## config.mk

```make
export PLATFORM = sky130hd
export DESIGN_NAME = mmio_uart
export DESIGN_NICKNAME = d
export VERILOG_FILES = /design/src/rtl/uart_pkg.sv /design/src/rtl/sync_fifo.sv /design/src/rtl/mmio_uart.sv
export SDC_FILE = /design/constraint.sdc
export NUM_CORES = 1
export LEC_CHECK = 0
export BUFFER_PORTS_ARGS = -buffer_cell sky130_fd_sc_hd__buf_2
export CAP_MARGIN = 15
export CORE_UTILIZATION = 45
export CTS_CLUSTER_DIAMETER = 100
export DETAILED_ROUTE_END_ITERATION = 7
export PLACE_DENSITY = 0.65
export SYNTH_ARGS = -nofsm -noshare
export SYNTH_HDL_FRONTEND = slang
export SYNTH_SLANG_ARGS = --single-unit
```

## constraint.sdc

```tcl
create_clock -name clk -period 9.95 [get_ports clk]
set_input_delay 1.99 -clock clk [delete_from_list [all_inputs] [get_ports clk]]
set_output_delay 1.99 -clock clk [all_outputs]
set_load 0.02 [all_outputs]
```

## src/rtl/uart_pkg.sv

```systemverilog
// Shared definitions for the memory-mapped UART: register map, STATUS/CTRL
// field positions and the TX/RX state encodings.
package uart_pkg;

  localparam logic [1:0] REG_TXDATA = 2'd0;
  localparam logic [1:0] REG_RXDATA = 2'd1;
  localparam logic [1:0] REG_STATUS = 2'd2;
  localparam logic [1:0] REG_CTRL   = 2'd3;

  localparam int ST_TX_FULL  = 0;
  localparam int ST_TX_EMPTY = 1;
  localparam int ST_RX_EMPTY = 2;
  localparam int ST_RX_FULL  = 3;
  localparam int ST_TX_BUSY  = 4;
  localparam int ST_RXOVR    = 5;
  localparam int ST_FERR     = 6;
  localparam int ST_TXOVF    = 7;

  localparam int CTRL_RX_IE = 16;
  localparam int CTRL_TX_IE = 17;

  localparam logic [15:0] MIN_DIV = 16'd4;

  typedef enum logic [1:0] {TX_IDLE, TX_START, TX_DATA, TX_STOP} tx_state_t;
  typedef enum logic [2:0] {RX_IDLE, RX_START, RX_DATA, RX_STOP, RX_BREAK} rx_state_t;

endpackage

```

## src/rtl/sync_fifo.sv

```systemverilog
// Single-clock FIFO with show-ahead head; simultaneous push and pop are
// accepted even when full, in which case the occupancy is unchanged.
module sync_fifo #(
  parameter int WIDTH = 8,
  parameter int DEPTH = 16
) (
  input  logic                     clk,
  input  logic                     reset,
  input  logic                     push,
  input  logic [WIDTH-1:0]         din,
  input  logic                     pop,
  output logic [WIDTH-1:0]         head,
  output logic                     full,
  output logic                     empty,
  output logic [$clog2(DEPTH):0]   count
);

  localparam int AW = $clog2(DEPTH);

  logic [WIDTH-1:0] mem [DEPTH];
  logic [AW-1:0]    wr_ptr, rd_ptr;
  logic [AW:0]      count_q;
  logic             do_push, do_pop;

  assign empty   = (count_q == '0);
  assign full    = (count_q == (AW+1)'(DEPTH));
  assign do_pop  = pop & ~empty;
  assign do_push = push & (~full | do_pop);
  assign head    = mem[rd_ptr];
  assign count   = count_q;

  always_ff @(posedge clk) begin
    if (reset) begin
      wr_ptr  <= '0;
      rd_ptr  <= '0;
      count_q <= '0;
    end else begin
      if (do_push) wr_ptr <= wr_ptr + 1'b1;
      if (do_pop)  rd_ptr <= rd_ptr + 1'b1;
      case ({do_push, do_pop})
        2'b10:   count_q <= count_q + 1'b1;
        2'b01:   count_q <= count_q - 1'b1;
        default: count_q <= count_q;
      endcase
    end
  end

  always_ff @(posedge clk) begin
    if (do_push) mem[wr_ptr] <= din;
  end

endmodule

```

## src/rtl/mmio_uart.sv

```systemverilog
// Memory-mapped UART: TX/RX FIFOs, runtime baud divisor, sticky error flags
// and a level interrupt on the CPU device bus.
module mmio_uart
  import uart_pkg::*;
#(
  parameter int          CLK_FREQ     = 100000000,
  parameter int          BAUD_DEFAULT = 115200,
  parameter logic [31:0] BASE_ADDR    = 32'h40000010,
  parameter int          TX_DEPTH     = 16,
  parameter int          RX_DEPTH     = 16
) (
  input  logic        clk,
  input  logic        reset,
  input  logic        Read,
  input  logic        Write,
  input  logic [31:0] Address,
  input  logic [31:0] Write_data,
  output logic [31:0] Read_data,
  input  logic        rx,
  output logic        tx,
  output logic        irq
);

  localparam logic [15:0] DIV_RESET = 16'(CLK_FREQ / BAUD_DEFAULT);
  localparam int TCW = $clog2(TX_DEPTH) + 1;
  localparam int RCW = $clog2(RX_DEPTH) + 1;

  function automatic logic [15:0] clamp_div(input logic [15:0] d);
    return (d < MIN_DIV) ? MIN_DIV : d;
  endfunction

  logic        sel;
  logic [1:0]  reg_idx;
  logic        tx_push_req, rx_pop_req, status_wr, ctrl_wr;
  logic [15:0] div_q;
  logic        rx_ie_q, tx_ie_q;
  logic        rxovr_q, ferr_q, txovf_q;

  logic [7:0]     tx_head, rx_head;
  logic           tx_full, tx_empty, rx_full, rx_empty;
  logic [TCW-1:0] tx_count;
  logic [RCW-1:0] rx_count;
  logic           tx_pop, rx_push;

  logic unused_bits;
  assign unused_bits = ^{Address[1:0], Write_data[31:18]};

  assign sel         = (Address[31:4] == BASE_ADDR[31:4]);
  assign reg_idx     = Address[3:2];
  assign tx_push_req = Write & sel & (reg_idx == REG_TXDATA);
  assign status_wr   = Write & sel & (reg_idx == REG_STATUS);
  assign ctrl_wr     = Write & sel & (reg_idx == REG_CTRL);
  assign rx_pop_req  = Read & sel & (reg_idx == REG_RXDATA) & ~rx_empty;

  // ---------------- TX FSM
  tx_state_t   tx_state_q, tx_state_d;
  logic [15:0] tx_cnt_q, tx_div_q;
  logic [2:0]  tx_bit_q;
  logic [7:0]  tx_shift_q;
  logic        tx_tick, tx_d;

  assign tx_tick = (tx_cnt_q == tx_div_q - 16'd1);
  assign tx_pop  = ~tx_empty & ((tx_state_q == TX_IDLE) | ((tx_state_q == TX_STOP) & tx_tick));

  always_ff @(posedge clk) begin
    if (reset) tx_state_q <= TX_IDLE;
    else       tx_state_q <= tx_state_d;
  end

  always_comb begin
    tx_state_d = tx_state_q;
    unique case (tx_state_q)
      TX_IDLE:  if (!tx_empty) tx_state_d = TX_START;
      TX_START: if (tx_tick) tx_state_d = TX_DATA;
      TX_DATA:  if (tx_tick && tx_bit_q == 3'd7) tx_state_d = TX_STOP;
      TX_STOP:  if (tx_tick) tx_state_d = tx_empty ? TX_IDLE : TX_START;
      default:  tx_state_d = TX_IDLE;
    endcase
  end

  always_comb begin
    tx_d = 1'b1;
    unique case (tx_state_q)
      TX_START: tx_d = 1'b0;
      TX_DATA:  tx_d = tx_shift_q[tx_bit_q];
      default:  tx_d = 1'b1;
    endcase
  end

  always_ff @(posedge clk) begin
    if (reset) begin
      tx_cnt_q <= '0;
      tx_bit_q <= '0;
      tx       <= 1'b1;
    end else begin
      tx <= tx_d;
      if (tx_pop) begin
        tx_cnt_q <= '0;
        tx_bit_q <= '0;
      end else if (tx_state_q != TX_IDLE) begin
        if (tx_tick) begin
          tx_cnt_q <= '0;
          if (tx_state_q == TX_DATA) tx_bit_q <= tx_bit_q + 3'd1;
        end else begin
          tx_cnt_q <= tx_cnt_q + 16'd1;
        end
      end
    end
  end

  // The divisor is captured per frame so a CTRL write never distorts a byte in flight.
  always_ff @(posedge clk) begin
    if (tx_pop) begin
      tx_shift_q <= tx_head;
      tx_div_q   <= div_q;
    end
  end

  // ---------------- RX synchroniser and FSM
  logic        rx_p0, rx_p1, rx_prev;
  rx_state_t   rx_state_q, rx_state_d;
  logic [15:0] rx_cnt_q, rx_div_q;
  logic [2:0]  rx_bit_q;
  logic [7:0]  rx_shift_q;
  logic        rx_fall, rx_tick, rx_half_tick, rx_stop_tick, ferr_set, rxovr_set;

  assign rx_fall      = rx_prev & ~rx_p1;
  assign rx_tick      = (rx_cnt_q == rx_div_q - 16'd1);
  assign rx_half_tick = (rx_cnt_q == {1'b0, rx_div_q[15:1]} - 16'd1);
  assign rx_stop_tick = (rx_state_q == RX_STOP) & rx_tick;

  always_ff @(posedge clk) begin
    if (reset) rx_state_q <= RX_IDLE;
    else       rx_state_q <= rx_state_d;
  end

  always_comb begin
    rx_state_d = rx_state_q;
    unique case (rx_state_q)
      RX_IDLE:  if (rx_fall) rx_state_d = RX_START;
      RX_START: if (rx_half_tick) rx_state_d = rx_p1 ? RX_IDLE : RX_DATA;
      RX_DATA:  if (rx_tick && rx_bit_q == 3'd7) rx_state_d = RX_STOP;
      RX_STOP:  if (rx_tick) rx_state_d = rx_p1 ? RX_IDLE : RX_BREAK;
      RX_BREAK: if (rx_p1) rx_state_d = RX_IDLE;
      default:  rx_state_d = RX_IDLE;
    endcase
  end

  always_comb begin
    rx_push   = rx_stop_tick & rx_p1;
    ferr_set  = rx_stop_tick & ~rx_p1;
    rxovr_set = rx_push & rx_full & ~rx_pop_req;
  end

  always_ff @(posedge clk) begin
    if (reset) begin
      rx_p0    <= 1'b1;
      rx_p1    <= 1'b1;
      rx_prev  <= 1'b1;
      rx_cnt_q <= '0;
      rx_bit_q <= '0;
    end else begin
      rx_p0   <= rx;
      rx_p1   <= rx_p0;
      rx_prev <= rx_p1;
      unique case (rx_state_q)
        RX_IDLE: begin
          rx_cnt_q <= '0;
          rx_bit_q <= '0;
        end
        RX_START: rx_cnt_q <= rx_half_tick ? 16'd0 : rx_cnt_q + 16'd1;
        RX_DATA: begin
          rx_cnt_q <= rx_tick ? 16'd0 : rx_cnt_q + 16'd1;
          if (rx_tick) rx_bit_q <= rx_bit_q + 3'd1;
        end
        RX_STOP:  rx_cnt_q <= rx_cnt_q + 16'd1;
        default:  rx_cnt_q <= '0;
      endcase
    end
  end

  always_ff @(posedge clk) begin
    if (rx_state_q == RX_IDLE && rx_fall) rx_div_q <= div_q;
    if (rx_state_q == RX_DATA && rx_tick) rx_shift_q <= {rx_p1, rx_shift_q[7:1]};
  end

  // ---------------- FIFOs
  sync_fifo #(.WIDTH(8), .DEPTH(TX_DEPTH)) u_tx_fifo (
    .clk(clk), .reset(reset), .push(tx_push_req), .din(Write_data[7:0]), .pop(tx_pop),
    .head(tx_head), .full(tx_full), .empty(tx_empty), .count(tx_count)
  );

  sync_fifo #(.WIDTH(8), .DEPTH(RX_DEPTH)) u_rx_fifo (
    .clk(clk), .reset(reset), .push(rx_push), .din(rx_shift_q), .pop(rx_pop_req),
    .head(rx_head), .full(rx_full), .empty(rx_empty), .count(rx_count)
  );

  // ---------------- Registers, sticky flags, irq
  always_ff @(posedge clk) begin
    if (reset) begin
      div_q   <= DIV_RESET;
      rx_ie_q <= 1'b0;
      tx_ie_q <= 1'b0;
      rxovr_q <= 1'b0;
      ferr_q  <= 1'b0;
      txovf_q <= 1'b0;
      irq     <= 1'b0;
    end else begin
      if (ctrl_wr) begin
        div_q   <= clamp_div(Write_data[15:0]);
        rx_ie_q <= Write_data[CTRL_RX_IE];
        tx_ie_q <= Write_data[CTRL_TX_IE];
      end
      // A set event in the same cycle as the W1C write keeps the flag set.
      rxovr_q <= rxovr_set | (rxovr_q & ~(status_wr & Write_data[ST_RXOVR]));
      ferr_q  <= ferr_set  | (ferr_q  & ~(status_wr & Write_data[ST_FERR]));
      txovf_q <= (tx_push_req & tx_full & ~tx_pop) | (txovf_q & ~(status_wr & Write_data[ST_TXOVF]));
      irq     <= (rx_ie_q & ~rx_empty) | (tx_ie_q & tx_empty);
    end
  end

  always_comb begin
    Read_data = '0;
    if (Read && sel) begin
      unique case (reg_idx)
        REG_RXDATA: if (!rx_empty) Read_data = {24'b0, rx_head};
        REG_STATUS: Read_data = {8'b0, 8'(tx_count), 8'(rx_count), txovf_q, ferr_q, rxovr_q,
                                 (tx_state_q != TX_IDLE), rx_full, rx_empty, tx_empty, tx_full};
        REG_CTRL:   Read_data = {14'b0, tx_ie_q, rx_ie_q, div_q};
        default:    Read_data = '0;
      endcase
    end
  end

endmodule
```

# Word-level counts from Yosys, hierarchy flattened
# Memory sizes are Yosys's and may differ from the RTL's. A register that Yosys moved wholly into a read port is not among the register bits.
# Index checks and enable logic that the tools add are counted.
[totals]
mem_count = 2
ram_bits = 256
romBits = 0
input_bits = 69
regBits = 135
latchBits = 0
out_inout_bits = 34
[memory_table]
columns = ["memory", "depth", "width", "read_ports", "rd_ports_with_merged_regs", "wr", "line_no", "text"]
rows = [
  ["u_rx_fifo.mem", 16, 8, 1, 1, 1, "sync_fifo.sv:20", "logic [WIDTH-1:0] mem [DEPTH];"],
  ["u_tx_fifo.mem", 16, 8, 1, 1, 1, "sync_fifo.sv:20", ""],
]
[classes]
shifts = 0
n_eq_ne = 32
n_bitwise = 46
n_addsub = 15
div_mod_pow = 0
n_lt_le_gt_ge = 2
n_reduce_logical = 19
n_mul = 0
mux = 35
[ops]
columns = ["operator", "n"]
rows = [
  ["$pmux 32 s3", 1],
  ["$mux 16", 4],
  ["$eq 16x16->1", 3],
  ["$pmux 16 s3", 1],
  ["$add 16x1->16 const B", 2],
  ["$mux 32", 1],
  ["$sub 16x1->16 const B", 2],
  ["$and 1x1->1", 29],
  ["$eq 28x27->1 const B", 1],
  ["$mux 3", 7],
  ["$ne 2x2->1 const B", 10],
  ["$pmux 5 s2", 2],
  ["$add 4x1->4 const B", 4],
  ["$lt 16x3->1 const B", 1],
  ["$sub 15x1->16 const B", 1],
  ["$pmux 3 s5", 1],
  ["$eq 2x2->1 const B", 6],
  ["$add 5x1->5 const B", 2],
  ["$eq 5x5->1 const B", 2],
  ["$logic_not 5->1", 2],
  ["$mux 2", 5],
  ["$not 1->1", 10],
  ["$sub 5x1->5 const B", 2],
  ["$eq 3x3->1 const B", 3],
  ["other kinds (22)", 47],
]

# Longest topological paths before layout
[depth]
depth_word = 10
ltp_mapped = 20

# Hierarchy
# Synthesis repeated with hierarchy kept, for this count alone.
[hier_totals]
hier_cells = 1364
area_unflattened_um2 = 18406.4
[by_module_without_submodules]
columns = ["module", "area_per_inst_um2", "seq_area_each_um2", "cells_per_inst", "n_inst"]
rows = [
  ["sync_fifo", 5858.1, 4184.0, 326, 2],
  ["mmio_uart", 6690.2, 2822.7, 712, 1],
]

# Worst setup path after synthesis
# Ideal clock, no wire load.
[synth_timing]
kind = "input port to output port"
start = "input Address[5]"
end = "output Read_data[20]"
n_path_buf = 0
setup_slack_ns = 4.535
arrival_ns = 3.425
path_stages = 5
path_cell_list = "nor4b_1 -> nand4_1 -> nor2_1 -> nand3_1 -> nor3b_1"
[synth_via]
elab_chain_cells = 3
[synth_lines]
columns = ["item", "line_no", "text"]
rows = [
  ["start: declaration", "mmio_uart.sv:16", "input logic [31:0] Address,"],
  ["$eq 28x27->1", "mmio_uart.sv:48", "assign sel = (Address[31:4] == BASE_ADDR[31:4]);"],
  ["$logic_and 1x1->1", "mmio_uart.sv:224", "if (Read && sel) begin"],
  ["$mux 32", "mmio_uart.sv:224", ""],
  ["end: declaration", "mmio_uart.sv:18", "output logic [31:0] Read_data,"],
]
# Every way passes these cells.

# Worst setup path after layout
[layout_timing]
start = "input Address[13]"
end = "output Read_data[20]"
# The elaborated chain is that of the path after synthesis.

==> results.json <==
{
  "outcome": "finished clean",
  "ys_ff_latch": 403,
  "dp_hpwl_um": 26400,
  "ys.flop_type": "edfxtp_1",
  "grt_pass1_vias": 10900,
  "placement.setup.worst_slack_ps": 3680,
  "cp_slowest_cell": "nand3_1",
  "fin_crit_ps": 6270,
  "avgViaCountPerCell": 5.59,
  "grt_setup_unrepaired": "no",
  "die_h_um": 203,
  "dpl_cell_area_mm2": 0.0190,
  "diodes": 0,
  "rrSetupSlack_ps": 4610,
  "timing.rr.start": "tx_div_q[0]",
  "cellLeakagePower_nw": 6.77,
  "path_class": "primary input to primary output",
  "clock_latency_ps": 540,
  "yosys.cell_types.count": 73,
  "ys_top_cells_by_count": "edfxtp_1, nor2_1, dfxtp_1, mux2i_1, mux4_2",
  "syn_area_mm2": 0.0182,
  "fmax_mhz": 160,
  "postCtsSetupBuffers": 0,
  "clk_path_buf_depth": 3,
  "finalInstanceArea_mm2": 0.0203,
  "synth_edf_count": 304,
  "rr_endpoint": "u_tx_fifo.count[4]",
  "overflow": 0,
  "cts_tree": "built",
  "track_usage_pct": 19.3,
  "reg2reg_depth": 19,
  "maxUsedRoutingLayer": "met4",
  "cts_buffers": 41,
  "drc_errors": 0,
  "worst-path-buf-inv": 2,
  "drt_pass1_iterations": 6,
  "wl_met2_um": 19500,
  "yosysWarnings": 0,
  "fp-row-count": 73,
  "maxSlewHeadroom_pct": 29.5,
  "fill_cells": 3323,
  "worstMarginPinSlew_ps": 1050,
  "wirelength_um": 39500,
  "hold_class": "flop to flop",
  "critPathMaxStageDelay_ps": 530,
  "path_common_cell": "buf_2",
  "crit_family": "simple AND/OR/NAND/NOR gates",
  "met3WireLength_um": 1960,
  "slew_viol_final": 0,
  "cp.required_ps": 7960,
  "cp-end-kind": "primary output",
  "fin_tns_setup_ps": 0,
  "gp_congestion": 0.870,
  "ys_seq_area_share_pct": 61.2,
  "setup_slack_ps": 3680,
  "hold_violations": 0,
  "grt_pass1_wl_um": 61700,
  "setup_viol": 0,
  "path_cells": "buf_2, nor4b_1, nand4_1, nor2_1, nand3_1, nor3b_1, buf_2",
  "clkTransAtPathRegs_ps": 60,
  "io_pins": 103,
  "powerDensity_mw_per_mm2": 202,
  "wl_met1_um": 17200,
  "finClkSkew_ps": 14.0,
  "ant_nets": 0,
  "drive_above_1_share_pct": 16.4,
  "die_area_mm2": 0.0412,
  "synth_most_common_cell": "edfxtp_1",
  "seqCellArea_mm2": 0.0111,
  "drt_iter0_markers": 966,
  "cp-startpoint": "Address[13]",
  "port_buffers": 75,
  "initial_core_util_pct": 45.7,
  "multiInputGateArea_mm2": 0.00666,
  "num_vias": 11000,
  "grt_max_degree": 75,
  "avgSynthCellArea_um2": 13.4,
  "layout.nets": 1518,
  "cts_root_buf": "clkbuf_16",
  "worst-path-max-fanout": 10,
  "peakVddDrop_v": 0.000106,
  "critPathArrivalTime_ps": 4280,
  "antenna_found_initial": 0,
  "yosysTopAreaCellShare_pct": 50.2,
  "ctsResizeCount": 0,
  "worst-path-stages": 7,
  "start_kind": "primary input",
  "area_delta_synth_final_pct": 12.0,
  "clock-sinks": 403,
  "period_share_pct": 63.0,
  "die_width_um": 203,
  "core-area_mm2": 0.0397,
  "wl_per_cell_um": 20.0,
  "post-route-util_pct": 51.2,
  "syn_inst": 1351,
  "cts_hold_buf": 0,
  "synth_top_area_cell": "edfxtp_1",
  "h-tree-depth": 2,
  "synthTopCellsByArea": "edfxtp_1, dfxtp_1, mux4_2",
  "setup.worst_path.end": "Read_data[20]",
  "p_total_mw": 4.12,
  "drv_cap": 0,
  "async_flop_share_pct": 0
}
## area by class of cell
type	instances	share of cell area, %
clock inverters	15	0.941
clock buffers	59	5.53
flip-flops and latches	403	54.6
repair buffers	89	2.42
inverters	29	0.535
multi-input cells	853	32.7
well taps	525	3.23
## flip-flops by register name, summed over array words and instances (netlist names), 5 cells and up, named ones only
signal,cells
u_rx_fifo.mem,128
u_tx_fifo.mem,128
div_q,16
rx_cnt_q,16
rx_div_q,16
tx_cnt_q,16
tx_div_q,16
rx_shift_q,8
tx_shift_q,8
u_rx_fifo.count,5
u_tx_fifo.count,5
## how the worst min path moves through the flow
stage | startpoint | end | slack [ps] | depth (start not counted)
floorplan | rx_p0 | rx_p1 | 390 | 1
global placement | rx_p0 | rx_p1 | 390 | 1
detailed placement | rx_p0 | rx_p1 | 390 | 1
CTS | rx_p0 | rx_p1 | 400 | 1
global route | rx_p0 | rx_p1 | 430 | 1
finish | rx_p0 | rx_p1 | 400 | 1
## cell usage in the layout (no fill, tap or decap), types with 12 or more instances in the layout
| cell type | count |
|---|---|
| and3_1 | 28 |
| nor2_1 | 134 |
| nor4_1 | 16 |
| o21ai_0 | 34 |
| clkbuf_16 | 42 |
| a22oi_1 | 15 |
| buf_2 | 75 |
| nor3_1 | 39 |
| mux2i_1 | 58 |
| mux4_2 | 58 |
| nand3_1 | 34 |
| edfxtp_1 | 304 |
| nand2b_1 | 16 |
| a21oi_1 | 32 |
| or3_1 | 14 |
| xnor2_1 | 56 |
| xor2_1 | 45 |
| dfxtp_1 | 96 |
| buf_4 | 12 |
| ha_1 | 30 |
| clkbuf_1 | 16 |
| nand4_1 | 21 |
| nand2_1 | 51 |
| nor2b_1 | 19 |
| inv_1 | 29 |
## metal layers
| layer | GRT usage (%) | vias to the layer above |
|---|---|---|
| met5 | 0 | - |
| met4 | 4.97 | 0 |
| met3 | 2.74 | 60 |
| met2 | 32.7 | 277 |
| met1 | 26.2 | 5479 |
| li1 | - | 5215 |
## per-stage QoR
stage	hold slack [ps]	cells
floorplan	389	1361
global placement	395	1897
detailed placement	393	1897
CTS	403	1971
global route	430	1973
finish	404	1973
## cell families after synthesis
group | synth area share (%)
other | 0.0206
flip-flops | 61.2
AO/OA/AOI/OAI | 6.03
buffers and inverters | 2.44
XOR/XNOR | 4.87
AND/OR/NAND/NOR | 12.1
multiplexers | 11.1
adder cells (fa/ha/maj) | 2.29
## power by group
part	internal (mW)	switching, mW
Sequential	1.89	0.0718
Combinational	0.257	0.383
Clock	0.894	0.620
Note: power is estimated with default switching activity, not from simulation.
